==> src/rtl/ctrl_unit_pkg.sv <==
// Shared encodings for the multi-cycle control unit: FSM states, instruction
// classes and immediate-extender modes.
package ctrl_unit_pkg;

    typedef enum logic [2:0] {
        S_FETCH  = 3'd0,
        S_DECODE = 3'd1,
        S_EXEC   = 3'd2,
        S_MEM    = 3'd3,
        S_WB     = 3'd4,
        S_FAULT  = 3'd7
    } state_t;

    typedef enum logic [1:0] {
        ALU_REG = 2'b00,
        BRANCH  = 2'b01,
        LDST    = 2'b10,
        ALU_IMM = 2'b11
    } iclass_t;

    localparam logic [1:0] EXT_SIGN  = 2'b11;
    localparam logic [1:0] EXT_UPPER = 2'b00;

    // Immediate extender, keyed on the same ext_mode codes the FSM produces.
    function automatic logic [31:0] ext_imm(input logic [1:0] mode, input logic [15:0] imm);
        ext_imm = (mode == EXT_UPPER) ? {imm, 16'h0000} : {{16{imm[15]}}, imm};
    endfunction

endpackage

==> src/rtl/ctrl_unit_mem_wait_timer.sv <==
// Counts cycles spent waiting on mem_ready; expired flags the timeout count.
module mem_wait_timer #(
    parameter int MEM_TIMEOUT = 15
) (
    input  logic clock,
    input  logic reset_n,
    input  logic clear,
    input  logic enable,
    output logic expired
);
    localparam int W = ($clog2(MEM_TIMEOUT + 1) > 4) ? $clog2(MEM_TIMEOUT + 1) : 4;

    logic [W-1:0] cnt;

    always_ff @(posedge clock) begin
        if (!reset_n)
            cnt <= '0;
        else if (clear)
            cnt <= '0;
        else if (enable && !expired)
            cnt <= cnt + 1'b1;
    end

    assign expired = (cnt == W'(MEM_TIMEOUT));

endmodule

==> src/rtl/ctrl_unit.sv <==
// Multi-cycle processor control FSM: fetch/decode/exec/mem/wb sequencing,
// memory-timeout fault and retired-instruction counter.
module ctrl_unit
    import ctrl_unit_pkg::*;
#(
    parameter int MEM_TIMEOUT = 15
) (
    input  logic        clock,
    input  logic        reset_n,
    input  logic [1:0]  instr_class,
    input  logic        instr_sub,
    input  logic        zero,
    input  logic        mem_ready,
    output logic [1:0]  ext_mode,
    output logic        mem_read,
    output logic        mem_write,
    output logic        ir_write,
    output logic        pc_write,
    output logic        pc_branch,
    output logic        reg_write,
    output logic        wb_mem,
    output logic        alu_src_imm,
    output logic        fault,
    output logic [2:0]  state,
    output logic [15:0] retire_cnt
);
    state_t  state_q, next_s;
    iclass_t cls;
    logic    in_wait, expired, retire;

    assign cls     = iclass_t'(instr_class);
    assign state   = state_q;
    assign in_wait = (state_q == S_FETCH) || (state_q == S_MEM);

    // Outside FETCH/MEM the counter is held clear, so each wait starts from zero.
    mem_wait_timer #(.MEM_TIMEOUT(MEM_TIMEOUT)) u_timer (
        .clock   (clock),
        .reset_n (reset_n),
        .clear   (mem_ready || !in_wait),
        .enable  (in_wait && !mem_ready),
        .expired (expired)
    );

    always_ff @(posedge clock) begin
        if (!reset_n) begin
            state_q    <= S_FETCH;
            ext_mode   <= EXT_SIGN;
            fault      <= 1'b0;
            retire_cnt <= 16'h0000;
        end else begin
            state_q <= next_s;
            if (next_s == S_FAULT)
                fault <= 1'b1;
            if (state_q == S_DECODE)
                ext_mode <= (cls == ALU_IMM && instr_sub) ? EXT_UPPER : EXT_SIGN;
            if (retire)
                retire_cnt <= retire_cnt + 16'd1;
        end
    end

    always_comb begin
        next_s = S_FETCH;
        case (state_q)
            S_FETCH:  next_s = mem_ready ? S_DECODE : (expired ? S_FAULT : S_FETCH);
            S_DECODE: next_s = S_EXEC;
            S_EXEC: begin
                case (cls)
                    BRANCH:  next_s = S_FETCH;
                    LDST:    next_s = S_MEM;
                    default: next_s = S_WB;
                endcase
            end
            S_MEM: begin
                if (mem_ready)
                    next_s = instr_sub ? S_FETCH : S_WB;
                else
                    next_s = expired ? S_FAULT : S_MEM;
            end
            S_WB:    next_s = S_FETCH;
            S_FAULT: next_s = S_FAULT;
            default: next_s = S_FETCH;
        endcase
    end

    always_comb begin
        mem_read    = 1'b0;
        mem_write   = 1'b0;
        ir_write    = 1'b0;
        pc_write    = 1'b0;
        pc_branch   = 1'b0;
        reg_write   = 1'b0;
        wb_mem      = 1'b0;
        alu_src_imm = 1'b0;
        retire      = 1'b0;
        case (state_q)
            S_FETCH: begin
                mem_read = 1'b1;
                ir_write = mem_ready;
                pc_write = mem_ready;
            end
            S_EXEC: begin
                alu_src_imm = (cls == LDST) || (cls == ALU_IMM);
                if (cls == BRANCH) begin
                    pc_write  = zero;
                    pc_branch = zero;
                    retire    = 1'b1;
                end
            end
            S_MEM: begin
                mem_read  = !instr_sub;
                mem_write = instr_sub;
                retire    = instr_sub && mem_ready;
            end
            S_WB: begin
                reg_write = 1'b1;
                wb_mem    = (cls == LDST) && !instr_sub;
                retire    = 1'b1;
            end
            default: ;
        endcase
    end

endmodule

==> config.mk <==
export PLATFORM = sky130hd
export DESIGN_NAME = ctrl_unit
export DESIGN_NICKNAME = d
export VERILOG_FILES = /design/src/rtl/ctrl_unit_pkg.sv /design/src/rtl/ctrl_unit_mem_wait_timer.sv /design/src/rtl/ctrl_unit.sv
export SDC_FILE = /design/constraint.sdc
export NUM_CORES = 1
export LEC_CHECK = 0
export ABC_AREA = 1
export CORE_UTILIZATION = 52
export DETAILED_ROUTE_END_ITERATION = 8
export PLACE_DENSITY = 0.81
export SLEW_MARGIN = 20
export SYNTH_ARGS = -nofsm -noshare
export SYNTH_HDL_FRONTEND = slang
export SYNTH_SLANG_ARGS = --single-unit
export TNS_END_PERCENT = 30
==> constraint.sdc <==
create_clock -name clock -period 3 [get_ports clock]
set_input_delay 0.45 -clock clock [delete_from_list [all_inputs] [get_ports clock]]
set_output_delay 0.45 -clock clock [all_outputs]
set_load 0.1 [all_outputs]
==> flow_metrics.tcl <==
set metrics [dict create \
    status "finished clean" \
    setup_viol 0 \
    min_from "fault" \
    clock_skew_ns 0.00287 \
    clockRootBuffer "clkbuf_4" \
    drive_above_1_share 0.162 \
    wl_met2_mm 1.30 \
    cp_num_buf_inv 2 \
    via_count 1436 \
    synth_cells 224 \
    cts_max_level 1 \
    cp_max_fo 3 \
    synth_edf_count 0 \
    power_frac_clock 0.211 \
    die_area_um2 2980 \
    post-route-min-period_ns 2.16 \
    drc 0 \
    ctsResizeCount 0 \
    p_leak_nw 0.812 \
    drv_slew 0 \
    portBuffers 36 \
    worst_path_max_delay_cell "clkdlybuf4s50_1" \
    cts_buffer_depth 2 \
    peakVddDrop_uv 310 \
    wire_per_inst_um 10.3 \
    relSlewSlack 0.608 \
    numCtsBuffers 3 \
    worst_pin_slew_ns 0.587 \
    grtUsageTotal 0.226 \
    reg2reg_from "state[2]" \
    met3_length_um 142 \
    grt_pass1_vias 1150 \
    required_ns 2.55 \
    yosysWarnings 0 \
    top_layer_used "met4" \
    p_int_uw 441 \
    grt_start_max_net_pins 27 \
    maxCapViolations 0 \
    max_freq_ghz 0.462 \
    synth_seq_cells 25 \
    dp_slack_ns 0.832 \
    finalWirelength_mm 2.99 \
    final_common_cell "nand2_1" \
    worst_setup_path_start_kind "input port" \
    utilization 0.697 \
    p_seq_frac 0.491 \
    hold_violations 0 \
    p_comb_frac 0.297 \
    cp-startpoint "instr_class[0]" \
    avgSynthCellArea_um2 6.42 \
    dpl.hpwl_mm 2.29 \
    antenna_found_initial 0 \
    cts_tree "built" \
    area_growth_pct 23.3 \
    start_util 0.565 \
    gp_congestion 0.785 \
    clk_pin_slew_ns 0.13 \
    finalCritPeriodShare 0.721 \
    ys_seq_area_frac 0.348 \
    synth_cell_types 23 \
    power.density_nw_per_um2 399 \
    clkSinkCount 25 \
    coreArea_um2 2540 \
    final_nets 273 \
    vias_per_cell 4.95 \
    final_cell_mix "nand2_1, inv_1, nor2_1" \
    synthArstFlopShare 0 \
    arrival_ns 1.71 \
    antennaDiodeCount 0 \
    row_count 18 \
    path_cells "clkdlybuf4s50_1 > ha_1 > nand3_2 > o22ai_1 > buf_12" \
    worstSetupPathType "in -> out" \
    dieWidth_um 54.6 \
    p_sw_frac 0.378 \
    finalSetupTns_ns 0 \
    grt_overflow 0 \
    synth_nets 236 \
    ios 37 \
    drt_iter0_drc 30 \
    synth_area_um2 1440 \
    crit_family "buffers and inverters" \
    endpoint_kind "output pin" \
    hold_path_class "reg -> reg" \
    p_total_uw 708 \
    power_switching_uw 268 \
    finalWorstSetupSlack_ns 0.837 \
    clk_latency_ns 0.32 \
    drt_first_pass_iters 4 \
    slowest_delay_ns 0.51 \
    cts_setup_buffers 0 \
    rsz0062_at_grt "no" \
    postRouteAntennaNets 0 \
    postCtsHoldBufs 0 \
    grt_pass1_wl_mm 4.89 \
    wl_met1_mm 1.54 \
    chipHeight_um 54.6 \
    ys.flop_type "dfxtp_1" \
]
==> state kept, by name (all words and copies together), names as in the netlist <==
signal	flops
retire_cnt	16
u_timer.cnt	4
state	3
ext_mode	1
fault	1
==> stage by stage <==
| step | hold WS [ns] | area [um^2] | cells |
|---|---|---|---|
| after floorplan | 0.463 | 1440 | 224 |
| after global placement | 0.448 | 1750 | 286 |
| after detailed placement | 0.453 | 1750 | 286 |
| after CTS | 0.472 | 1770 | 290 |
| after global routing | 0.504 | 1770 | 290 |
| final | 0.468 | 1770 | 290 |
==> metal layers <==
layer,track usage,up-vias
met1,0.310,624
met3,0.0583,2
met4,0.0385,0
met2,0.355,33
li1,-,777
met5,0,-
==> cell type report <==
| type | count | area [um^2] |
|---|---|---|
| clock buffers | 4 | 26.3 |
| inverters | 35 | 131 |
| fillers | 247 | 771 |
| well taps | 30 | 37.5 |
| repair buffers | 36 | 298 |
| flip-flops and latches | 25 | 500 |
| multi-input cells | 160 | 781 |
==> power by group through the flow <==
stage                     registers, mW  logic (mW)  clock network (mW)
after global placement            0.355       0.210                   0
after floorplan                   0.397       0.123                   0
final                             0.348       0.211               0.150
after CTS                         0.348       0.211               0.158
after detailed placement          0.355       0.211                   0
after global routing              0.350       0.223               0.172
==> cells in the mapped netlist, types with 3 or more instances <==
master | instances | area share
dfxtp_1 | 25 | 0.35
nor2_1 | 30 | 0.078
nand3_1 | 18 | 0.063
o21ai_0 | 9 | 0.031
nor3_1 | 5 | 0.017
nand2_1 | 58 | 0.15
ha_1 | 5 | 0.043
inv_1 | 35 | 0.091
nand4_1 | 3 | 0.013
a21oi_1 | 18 | 0.063
==> path summary, 6_finish.rpt <==
kind,cells past startpoint,slack [ns],end
worst max-delay path,5,0.84,pc_write
worst min-delay path,2,0.47,fault
worst max register to register,5,1.45,retire_cnt[7]
worst min register to register,2,0.47,fault
==> worst reg2reg max path, cell delays in order, from the launching register on <==
cell and delay (ns):
dfxtp_1 0.53, nand3_1 0.21, nand3_4 0.30, inv_1 0.16
o21ai_0 0.20, nor2_1 0.06
==> cell families after synthesis <==
logic type,Yosys count,synth area share
compound gates,31,0.112
xor+xnor,1,0.00609
fa+ha+maj,5,0.0435
buf+inv,39,0.112
flops,25,0.348
simple gates,123,0.378
(Power assumes the default switching activity.)
